`src/rtl/fp_add_seq.sv`:
```
// fp_add_seq: multi-cycle IEEE-754 single-precision add/subtract sequencer.
// Walks one operand pair through UNPACK -> ALIGN -> ADD -> NORM -> ROUND -> DONE
// on a 28-bit mantissa: [27] carry, [26] hidden, [25:3] fraction, [2] G, [1] R, [0] S.
// Denormal inputs flush to zero, tiny results flush to signed zero, rounding is RNE.
// Optional: define FP_ADD_SEQ_FLAGS_EN to add flags[3:0] = {invalid, overflow, underflow, inexact}.
module fp_add_seq #(
  parameter int MAX_NORM_SHIFT = 27
) (
  input  logic        clk,
  input  logic        rst_n,
  input  logic        in_valid,
  output logic        in_ready,
  input  logic [31:0] op_a,
  input  logic [31:0] op_b,
  input  logic        op_sub,
  output logic        out_valid,
  input  logic        out_ready,
  output logic [31:0] result,
`ifdef FP_ADD_SEQ_FLAGS_EN
  output logic [3:0]  flags,
`endif
  output logic        busy
);

  localparam int CW = $clog2(MAX_NORM_SHIFT + 1);
  localparam logic [CW-1:0] CNT_MAX = CW'(MAX_NORM_SHIFT);

  typedef enum logic [2:0] {
    S_IDLE, S_UNPACK, S_ALIGN, S_ADD, S_NORM, S_ROUND, S_DONE
  } state_t;

  state_t        state_q, state_d;
  logic [31:0]   a_q, a_d, b_q, b_d;
  logic          sub_q, sub_d;
  logic          sign_q, sign_d;
  logic          eff_sub_q, eff_sub_d;
  logic [9:0]    exp_q, exp_d;       // wide enough that carry/round never wraps
  logic [7:0]    diff_q, diff_d;
  logic [27:0]   ma_q, ma_d, mb_q, mb_d;
  logic [CW-1:0] cnt_q, cnt_d;
  logic [31:0]   result_q, result_d;
  logic          out_valid_q, out_valid_d;
`ifdef FP_ADD_SEQ_FLAGS_EN
  logic [3:0]    flags_q, flags_d;
`endif

  // ---- operand decode (B carries the effective sign after op_sub) ----
  logic [7:0]  ea, eb;
  logic [22:0] fa, fb;
  logic        sa, sb;
  logic        a_nan, b_nan, a_inf, b_inf, a_zero, b_zero, a_ge_b;
  logic [27:0] ma_un, mb_un;

  assign ea     = a_q[30:23];
  assign eb     = b_q[30:23];
  assign fa     = a_q[22:0];
  assign fb     = b_q[22:0];
  assign sa     = a_q[31];
  assign sb     = b_q[31] ^ sub_q;
  assign a_nan  = (ea == 8'hFF) && (fa != 23'd0);
  assign b_nan  = (eb == 8'hFF) && (fb != 23'd0);
  assign a_inf  = (ea == 8'hFF) && (fa == 23'd0);
  assign b_inf  = (eb == 8'hFF) && (fb == 23'd0);
  assign a_zero = (ea == 8'h00);
  assign b_zero = (eb == 8'h00);
  assign a_ge_b = (a_q[30:0] >= b_q[30:0]);
  assign ma_un  = {2'b01, fa, 3'b000};
  assign mb_un  = {2'b01, fb, 3'b000};

`ifdef FP_ADD_SEQ_FLAGS_EN
  logic a_den, b_den;
  assign a_den = a_zero && (fa != 23'd0);
  assign b_den = b_zero && (fb != 23'd0);
`endif

  // ---- align: right shift smaller mantissa, fold lost bits into sticky ----
  logic [27:0] mb_shr, lost_mask, mb_aligned;
  assign mb_shr     = mb_q >> diff_q;
  assign lost_mask  = (28'd1 << diff_q) - 28'd1;
  assign mb_aligned = (diff_q >= 8'd27) ? {27'd0, |mb_q}
                                        : (mb_shr | {27'd0, |(mb_q & lost_mask)});

  // ---- add: magnitudes are pre-ordered so subtraction never goes negative ----
  logic [27:0] sum_raw;
  assign sum_raw = eff_sub_q ? (ma_q - mb_q) : (ma_q + mb_q);

  // ---- round to nearest even on m[26:3] ----
  logic        rnd_inc, rnd_ovf;
  logic [24:0] m_rnd;
  logic [9:0]  exp_rnd;
  logic [22:0] frac_rnd;
  assign rnd_inc  = ma_q[2] & (ma_q[1] | ma_q[0] | ma_q[3]);
  assign m_rnd    = {1'b0, ma_q[26:3]} + {24'd0, rnd_inc};
  assign exp_rnd  = m_rnd[24] ? (exp_q + 10'd1) : exp_q;
  assign frac_rnd = m_rnd[24] ? m_rnd[23:1] : m_rnd[22:0];
  assign rnd_ovf  = (exp_rnd >= 10'd255);

  // Next-state and datapath updates for every sequencer step
  always_comb begin
    state_d     = state_q;
    a_d         = a_q;
    b_d         = b_q;
    sub_d       = sub_q;
    sign_d      = sign_q;
    eff_sub_d   = eff_sub_q;
    exp_d       = exp_q;
    diff_d      = diff_q;
    ma_d        = ma_q;
    mb_d        = mb_q;
    cnt_d       = cnt_q;
    result_d    = result_q;
    out_valid_d = out_valid_q;
`ifdef FP_ADD_SEQ_FLAGS_EN
    flags_d     = flags_q;
`endif
    case (state_q)
      S_IDLE: begin
        if (in_valid) begin
          a_d     = op_a;
          b_d     = op_b;
          sub_d   = op_sub;
          cnt_d   = '0;
          state_d = S_UNPACK;
`ifdef FP_ADD_SEQ_FLAGS_EN
          flags_d = 4'b0000;
`endif
        end
      end
      S_UNPACK: begin
        state_d = S_DONE;
`ifdef FP_ADD_SEQ_FLAGS_EN
        if (a_den || b_den) flags_d[1] = 1'b1;
`endif
        if (a_nan || b_nan || (a_inf && b_inf && (sa != sb))) begin
          result_d = 32'h7FC0_0000;
`ifdef FP_ADD_SEQ_FLAGS_EN
          flags_d[3] = 1'b1;
`endif
        end else if (a_inf) begin
          result_d = {sa, 8'hFF, 23'd0};
        end else if (b_inf) begin
          result_d = {sb, 8'hFF, 23'd0};
        end else if (a_zero && b_zero) begin
          result_d = {sa & sb, 31'd0};
        end else if (a_zero) begin
          result_d = {sb, b_q[30:0]};
        end else if (b_zero) begin
          result_d = a_q;
        end else begin
          state_d   = S_ALIGN;
          eff_sub_d = sa ^ sb;
          if (a_ge_b) begin
            sign_d = sa;
            exp_d  = {2'b00, ea};
            diff_d = ea - eb;
            ma_d   = ma_un;
            mb_d   = mb_un;
          end else begin
            sign_d = sb;
            exp_d  = {2'b00, eb};
            diff_d = eb - ea;
            ma_d   = mb_un;
            mb_d   = ma_un;
          end
        end
      end
      S_ALIGN: begin
        mb_d    = mb_aligned;
        state_d = S_ADD;
      end
      S_ADD: begin
        if (sum_raw == 28'd0) begin
          result_d = 32'd0;
          state_d  = S_DONE;
        end else begin
          state_d = S_NORM;
          if (sum_raw[27]) begin
            ma_d  = {1'b0, sum_raw[27:1]} | {27'd0, sum_raw[0]};
            exp_d = exp_q + 10'd1;
          end else begin
            ma_d = sum_raw;
          end
        end
      end
      S_NORM: begin
        if (ma_q[26]) begin
          state_d = S_ROUND;
        end else if (exp_q > 10'd1) begin
          ma_d  = ma_q << 1;
          exp_d = exp_q - 10'd1;
          if (cnt_q != CNT_MAX) cnt_d = cnt_q + 1'b1;
        end else begin
          // would go subnormal: flush to zero, keep the sign
          result_d = {sign_q, 31'd0};
          state_d  = S_DONE;
`ifdef FP_ADD_SEQ_FLAGS_EN
          flags_d[1] = 1'b1;
`endif
        end
      end
      S_ROUND: begin
        state_d = S_DONE;
        if (rnd_ovf) begin
          result_d = {sign_q, 8'hFF, 23'd0};
`ifdef FP_ADD_SEQ_FLAGS_EN
          flags_d[2] = 1'b1;
          flags_d[0] = 1'b1;
`endif
        end else begin
          result_d = {sign_q, exp_rnd[7:0], frac_rnd};
`ifdef FP_ADD_SEQ_FLAGS_EN
          if (|ma_q[2:0]) flags_d[0] = 1'b1;
`endif
        end
      end
      S_DONE: begin
        out_valid_d = 1'b1;
        if (out_valid_q && out_ready) begin
          out_valid_d = 1'b0;
          state_d     = S_IDLE;
        end
      end
      default: state_d = S_IDLE;
    endcase
  end

  // State register with synchronous active-low reset
  always_ff @(posedge clk) begin
    if (!rst_n) begin
      state_q     <= S_IDLE;
      a_q         <= '0;
      b_q         <= '0;
      sub_q       <= 1'b0;
      sign_q      <= 1'b0;
      eff_sub_q   <= 1'b0;
      exp_q       <= '0;
      diff_q      <= '0;
      ma_q        <= '0;
      mb_q        <= '0;
      cnt_q       <= '0;
      result_q    <= '0;
      out_valid_q <= 1'b0;
`ifdef FP_ADD_SEQ_FLAGS_EN
      flags_q     <= '0;
`endif
    end else begin
      state_q     <= state_d;
      a_q         <= a_d;
      b_q         <= b_d;
      sub_q       <= sub_d;
      sign_q      <= sign_d;
      eff_sub_q   <= eff_sub_d;
      exp_q       <= exp_d;
      diff_q      <= diff_d;
      ma_q        <= ma_d;
      mb_q        <= mb_d;
      cnt_q       <= cnt_d;
      result_q    <= result_d;
      out_valid_q <= out_valid_d;
`ifdef FP_ADD_SEQ_FLAGS_EN
      flags_q     <= flags_d;
`endif
    end
  end

  assign in_ready  = (state_q == S_IDLE);
  assign busy      = (state_q != S_IDLE);
  assign out_valid = out_valid_q;
  assign result    = result_q;
`ifdef FP_ADD_SEQ_FLAGS_EN
  assign flags     = flags_q;
`endif

endmodule

```
`config.mk`:
```
export PLATFORM = sky130hd
export DESIGN_NAME = fp_add_seq
export DESIGN_NICKNAME = d
export VERILOG_FILES = /design/src/rtl/fp_add_seq.sv
export SDC_FILE = /design/constraint.sdc
export NUM_CORES = 1
export LEC_CHECK = 0
export CAP_MARGIN = 40
export CORE_ASPECT_RATIO = 1.4
export CORE_MARGIN = 2
export CORE_UTILIZATION = 60
export DETAILED_ROUTE_END_ITERATION = 8
export PLACE_DENSITY = 0.81
export SYNTH_ARGS = -nofsm -noshare
export SYNTH_HDL_FRONTEND = slang
export SYNTH_SLANG_ARGS = --single-unit
```
`constraint.sdc`:
```
create_clock -name clk -period 12.9 [get_ports clk]
set_clock_uncertainty 0.05 [all_clocks]
set_input_delay 1.935 -clock clk [delete_from_list [all_inputs] [get_ports clk]]
set_output_delay 1.935 -clock clk [all_outputs]
set_load 0.02 [all_outputs]
```
==> results_tabular.tex <==
\begin{tabular}{lr}
\hline
Metric & Value \\
\hline
\multicolumn{2}{l}{\textbf{Clock tree}} \\
\quad CTS sink cnt & 176 \\
\quad Buffer count from post-CTS setup fixing & 0 \\
\quad TritonCTS clock tree & built \\
\quad Clock tree root driver cell & sky130\_fd\_sc\_hd\_\_clkbuf\_16 \\
\quad Resized cells post-CTS & 0 \\
\quad Number of levels in the clock H-tree & 4 \\
\quad Clock transition at the registers of the reported paths & 0.07 ns \\
\quad Number of buffers on the longest clock path & 2 \\
\quad Clock buffers created by TritonCTS & 17 \\
\quad Worst-Skew Late Latency & 0.45 ns \\
\quad Number of buffers inserted for hold repair after clock tree synthesis & 0 \\
\multicolumn{2}{l}{\textbf{Synthesis}} \\
\quad Dominant cell type by area after synthesis & sky130\_fd\_sc\_hd\_\_dfxtp\_1 \\
\quad Top cells by area, synth & sky130\_fd\_sc\_hd\_\_dfxtp\_1 22\%, sky130\_fd\_sc\_hd\_\_a21oi\_1 8.5\%, sky130\_fd\_sc\_hd\_\_nand2\_1 7.2\% \\
\quad Number of distinct library cells after synthesis & 90 \\
\quad Sequential fraction of the synthesis area & 22.49\% \\
\quad Post-synthesis average cell area & 7.213 um2 \\
\quad Number of flip-flops and latches in the synthesized netlist & 176 \\
\quad Flip-flop cell with the highest count after synthesis & sky130\_fd\_sc\_hd\_\_dfxtp\_1 \\
\quad Synthesized cell area & 15670 um2 \\
\quad Number of warnings reported in the yosys synthesis log & 0 \\
\quad Fraction of post-synthesis cell area in the top cell type by area & 22.49\% \\
\quad Number of enable flip-flop cells after synthesis & 0 \\
\quad Net count after synthesis & 2316 \\
\quad Proportion of register bits with asynchronous set or reset after synthesis & 0\% \\
\quad Cell count after synthesis & 2172 \\
\multicolumn{2}{l}{\textbf{Global route}} \\
\quad Remaining Overflow, GRT & 0 \\
\quad Wire length of the first global-routing pass & 91260 um \\
\quad Pin count of the biggest net entering global routing & 70 \\
\quad Global-route usage over all layers & 42.51\% \\
\quad Initial antenna violation count & 4 \\
\quad Number of global-route vias before repair & 16090 \\
\multicolumn{2}{l}{\textbf{Min path}} \\
\quad Hold path endpoint & result[29] \\
\quad Worst Hold Depth & 2 \\
\quad Hold crit path type & reg -> reg \\
\quad Source of the worst hold timing path & result[29] \\
\multicolumn{2}{l}{\textbf{Routing}} \\
\quad Number of vias in the routed layout & 17520 \\
\quad Drt total wl & 59800 um \\
\quad Detailed router's first-iteration violation count & 2146 \\
\quad Avg WL per Cell & 24.02 um \\
\quad Remaining routing DRC violations & 0 \\
\quad Drt via density & 7.037 \\
\quad First-pass iteration count of the detailed router & 6 \\
\quad Antenna Violating Nets Remaining & 0 \\
\multicolumn{2}{l}{\textbf{Timing}} \\
\quad Actual transition at the worst max-transition pin & 0.9672 ns \\
\quad Setup tns final & 0 ns \\
\quad RSZ-0062 raised after global routing & no \\
\quad Achievable frequency & 172.9 MHz \\
\quad Final setup viols & 0 \\
\quad Max-slew headroom at the worst pin & 35.52\% \\
\quad Post-route fraction of the period consumed by the critical path & 44.84\% \\
\quad Min Clock Period, post-route & 5.784 ns \\
\quad Number of hold-slack violations in the final timing report & 0 \\
\quad Number of slew-limit violations in the final report & 0 \\
\multicolumn{2}{l}{\textbf{Floorplan}} \\
\quad Initial Utilization & 60.43\% \\
\quad Die footprint & 27440 um2 \\
\quad Std cell rows & 70 \\
\quad I/O pin count & 104 \\
\quad Die Height & 195.2 um \\
\quad Placeable Area & 25920 um2 \\
\quad Floorplan die width & 140.6 um \\
\multicolumn{2}{l}{\textbf{Final layout}} \\
\quad Syn-to-layout area delta & 10.29\% \\
\quad Diode insertion count for antenna repair & 0 \\
\quad Area occupied by multi-input gates & 11120 um2 \\
\quad Sequential cell area & 3525 um2 \\
\quad Filler Cell Count & 2311 \\
\quad Final net count & 2297 \\
\quad Final std cells w/o fill & 2489 \\
\quad Ratio of cells with drive above 1 in the final layout & 7.667\% \\
\multicolumn{2}{l}{\textbf{Placement}} \\
\quad Detail Placement HPWL & 44100 um \\
\quad Number of buffers inserted by port buffering & 103 \\
\quad Dpl cells & 2458 \\
\quad Gpl congestion & 1.060 \\
\multicolumn{2}{l}{\textbf{Setup path}} \\
\quad Critical path type & reg -> reg \\
\quad Type of origin of the critical path & flip-flop \\
\quad Critical-path maximum fanout & 31 \\
\quad WP data required & 13.14 ns \\
\quad Number of cells traversed by the worst register-to-register path & 17 \\
\quad Worst setup slack for register-to-register paths & 7.12 ns \\
\quad Arrival time reported for the critical path endpoint & 6.02 ns \\
\quad Origin of the critical flop-to-flop path & mb\_q[2] \\
\quad Endpoint of the most critical register-to-register path & ma\_q[9] \\
\quad Type of destination of the critical path & flip-flop \\
\multicolumn{2}{l}{\textbf{Run status}} \\
\quad Result of the run & completed \\
\multicolumn{2}{l}{\textbf{Run}} \\
\quad Number of violations of the max-capacitance limit & 0 \\
\hline
\end{tabular}
-- per-stage QoR --
step	cell area (um2)	utilization [%]	hold WS [ns]	setup WS, ns
floorplan	15670	-	0.3978	8.460
global placement	16600	64.03	0.4035	6.872
detailed placement	16710	64.44	0.4084	7.239
CTS	17280	66.65	0.4179	7.196
global route	17280	66.65	0.4409	6.655
finish	17280	66.65	0.4148	7.116
-- cell type report --
| cell class | count | area share [%] |
|---|---|---|
| sequential | 176 | 20.40 |
| inverter | 86 | 1.883 |
| timing repair buffer | 135 | 7.705 |
| clock inverter | 11 | 0.6155 |
| tap | 324 | 2.346 |
| multi-input combinational | 1737 | 64.35 |
| clock buffer | 20 | 2.701 |
-- Yosys cell counts, drive strengths merged (4+ instances only) --
cell / count
mux2: 27
a21boi: 4
and4: 7
o31a: 5
o22ai: 23
nor4: 26
nand2: 301
xor2: 28
and2: 11
a21oi: 269
or2: 10
a211oi: 55
nor2: 181
xnor2: 49
a31oi: 22
o221ai: 22
o21ai: 122
o41ai: 4
mux2i: 78
a21o: 22
clkbuf: 136
o211ai: 29
a22o: 7
inv: 86
o21a: 15
a22oi: 6
nand4: 37
a221oi: 17
nor3b: 9
buf: 37
nor3: 89
and3: 16
a211o: 4
nand2b: 10
or3: 11
a32oi: 6
a2111oi: 7
nand3: 47
ha: 72
mux4: 15
dfxtp: 176
nor2b: 12
o31ai: 13
-- placed cells by master, fill, tap and decap left out, types with 12 or more instances in the layout --
cell type / n
sky130_fd_sc_hd__nand2_1: 299
sky130_fd_sc_hd__a21oi_1: 266
sky130_fd_sc_hd__nor2_1: 177
sky130_fd_sc_hd__dfxtp_1: 175
sky130_fd_sc_hd__o21ai_0: 112
sky130_fd_sc_hd__clkdlybuf4s50_1: 103
sky130_fd_sc_hd__nor3_1: 88
sky130_fd_sc_hd__inv_1: 84
sky130_fd_sc_hd__mux2i_1: 78
sky130_fd_sc_hd__ha_1: 72
sky130_fd_sc_hd__xnor2_1: 48
sky130_fd_sc_hd__nand3_1: 47
sky130_fd_sc_hd__a211oi_1: 38
sky130_fd_sc_hd__nand4_1: 36
sky130_fd_sc_hd__o211ai_1: 29
sky130_fd_sc_hd__xor2_1: 28
sky130_fd_sc_hd__mux2_2: 27
sky130_fd_sc_hd__buf_4: 27
sky130_fd_sc_hd__o22ai_1: 23
sky130_fd_sc_hd__a31oi_1: 22
sky130_fd_sc_hd__nor4_1: 22
sky130_fd_sc_hd__a21o_1: 22
sky130_fd_sc_hd__o221ai_1: 22
sky130_fd_sc_hd__a211oi_2: 17
sky130_fd_sc_hd__clkbuf_16: 17
sky130_fd_sc_hd__and3_1: 16
sky130_fd_sc_hd__a221oi_1: 16
sky130_fd_sc_hd__o21a_1: 15
sky130_fd_sc_hd__mux4_2: 15
sky130_fd_sc_hd__nor2b_1: 12
-- cells by family (layout without fill, tap and decap cells) --
| logic type | Yosys count | count (layout) | synth area share (%) |
|---|---|---|---|
| and+or+nand+nor | 779 | 779 | 23.18 |
| buffers and inverters | 259 | 252 | 6.677 |
| DFF | 176 | 176 | 22.49 |
| muxes | 120 | 120 | 9.081 |
| adders and majority gates | 75 | 75 | 6.134 |
| AOI/OAI and AO/OA | 686 | 686 | 28.09 |
| xor gates and xnor gates | 77 | 77 | 4.353 |
-- registers in the layout, indices dropped and copies added, names as in the netlist --
name	count
b_q	32
diff_q	8
out_valid	1
exp_q	10
sign_q	1
a_q	32
result	32
state_q	3
mb_q	28
eff_sub_q	1
sub_q	1
ma_q	27
-- worst max-delay path by stage --
stage / from / to / slack (ns) / depth (start not counted)
2_1_floorplan: mb_q[10] / ma_q[12] / 8.46 / 19
3_3_place_gp: mb_q[9] / ma_q[19] / 6.87 / 16
3_5_place_dp: mb_q[2] / ma_q[9] / 7.24 / 17
4_1_cts: mb_q[2] / ma_q[9] / 7.20 / 17
5_1_grt: mb_q[9] / ma_q[8] / 6.66 / 17
6_report: mb_q[2] / ma_q[9] / 7.12 / 17
-- worst max-delay path, cell delays in order (launching register included) --
cell,delay (ns)
sky130_fd_sc_hd__dfxtp_1,0.43
sky130_fd_sc_hd__nor4_4,0.40
sky130_fd_sc_hd__and3_1,0.30
sky130_fd_sc_hd__nor3b_1,0.75
sky130_fd_sc_hd__a21oi_1,0.19
sky130_fd_sc_hd__xnor2_1,0.17
sky130_fd_sc_hd__ha_1,0.42
sky130_fd_sc_hd__o21a_1,0.15
sky130_fd_sc_hd__o21ai_0,0.09
sky130_fd_sc_hd__a211oi_1,0.38
sky130_fd_sc_hd__o31ai_1,0.10
sky130_fd_sc_hd__a2111oi_0,0.66
sky130_fd_sc_hd__nor3_1,0.21
sky130_fd_sc_hd__and4_1,0.21
sky130_fd_sc_hd__buf_4,0.25
sky130_fd_sc_hd__nor2_2,0.50
sky130_fd_sc_hd__buf_8,0.25
sky130_fd_sc_hd__a211oi_2,0.09
-- routing by layer --
metal	track usage [%]	vias up	share of wire [%]
met5	0	-	0.069
met4	29.81	6	8.6
met3	9.686	336	12
met2	66.81	1290	44
met1	51.38	7992	35
li1	-	7892	-
Power is not shown: default switching activity piles up to over one toggle a cycle in this logic, so the estimate is an artifact.
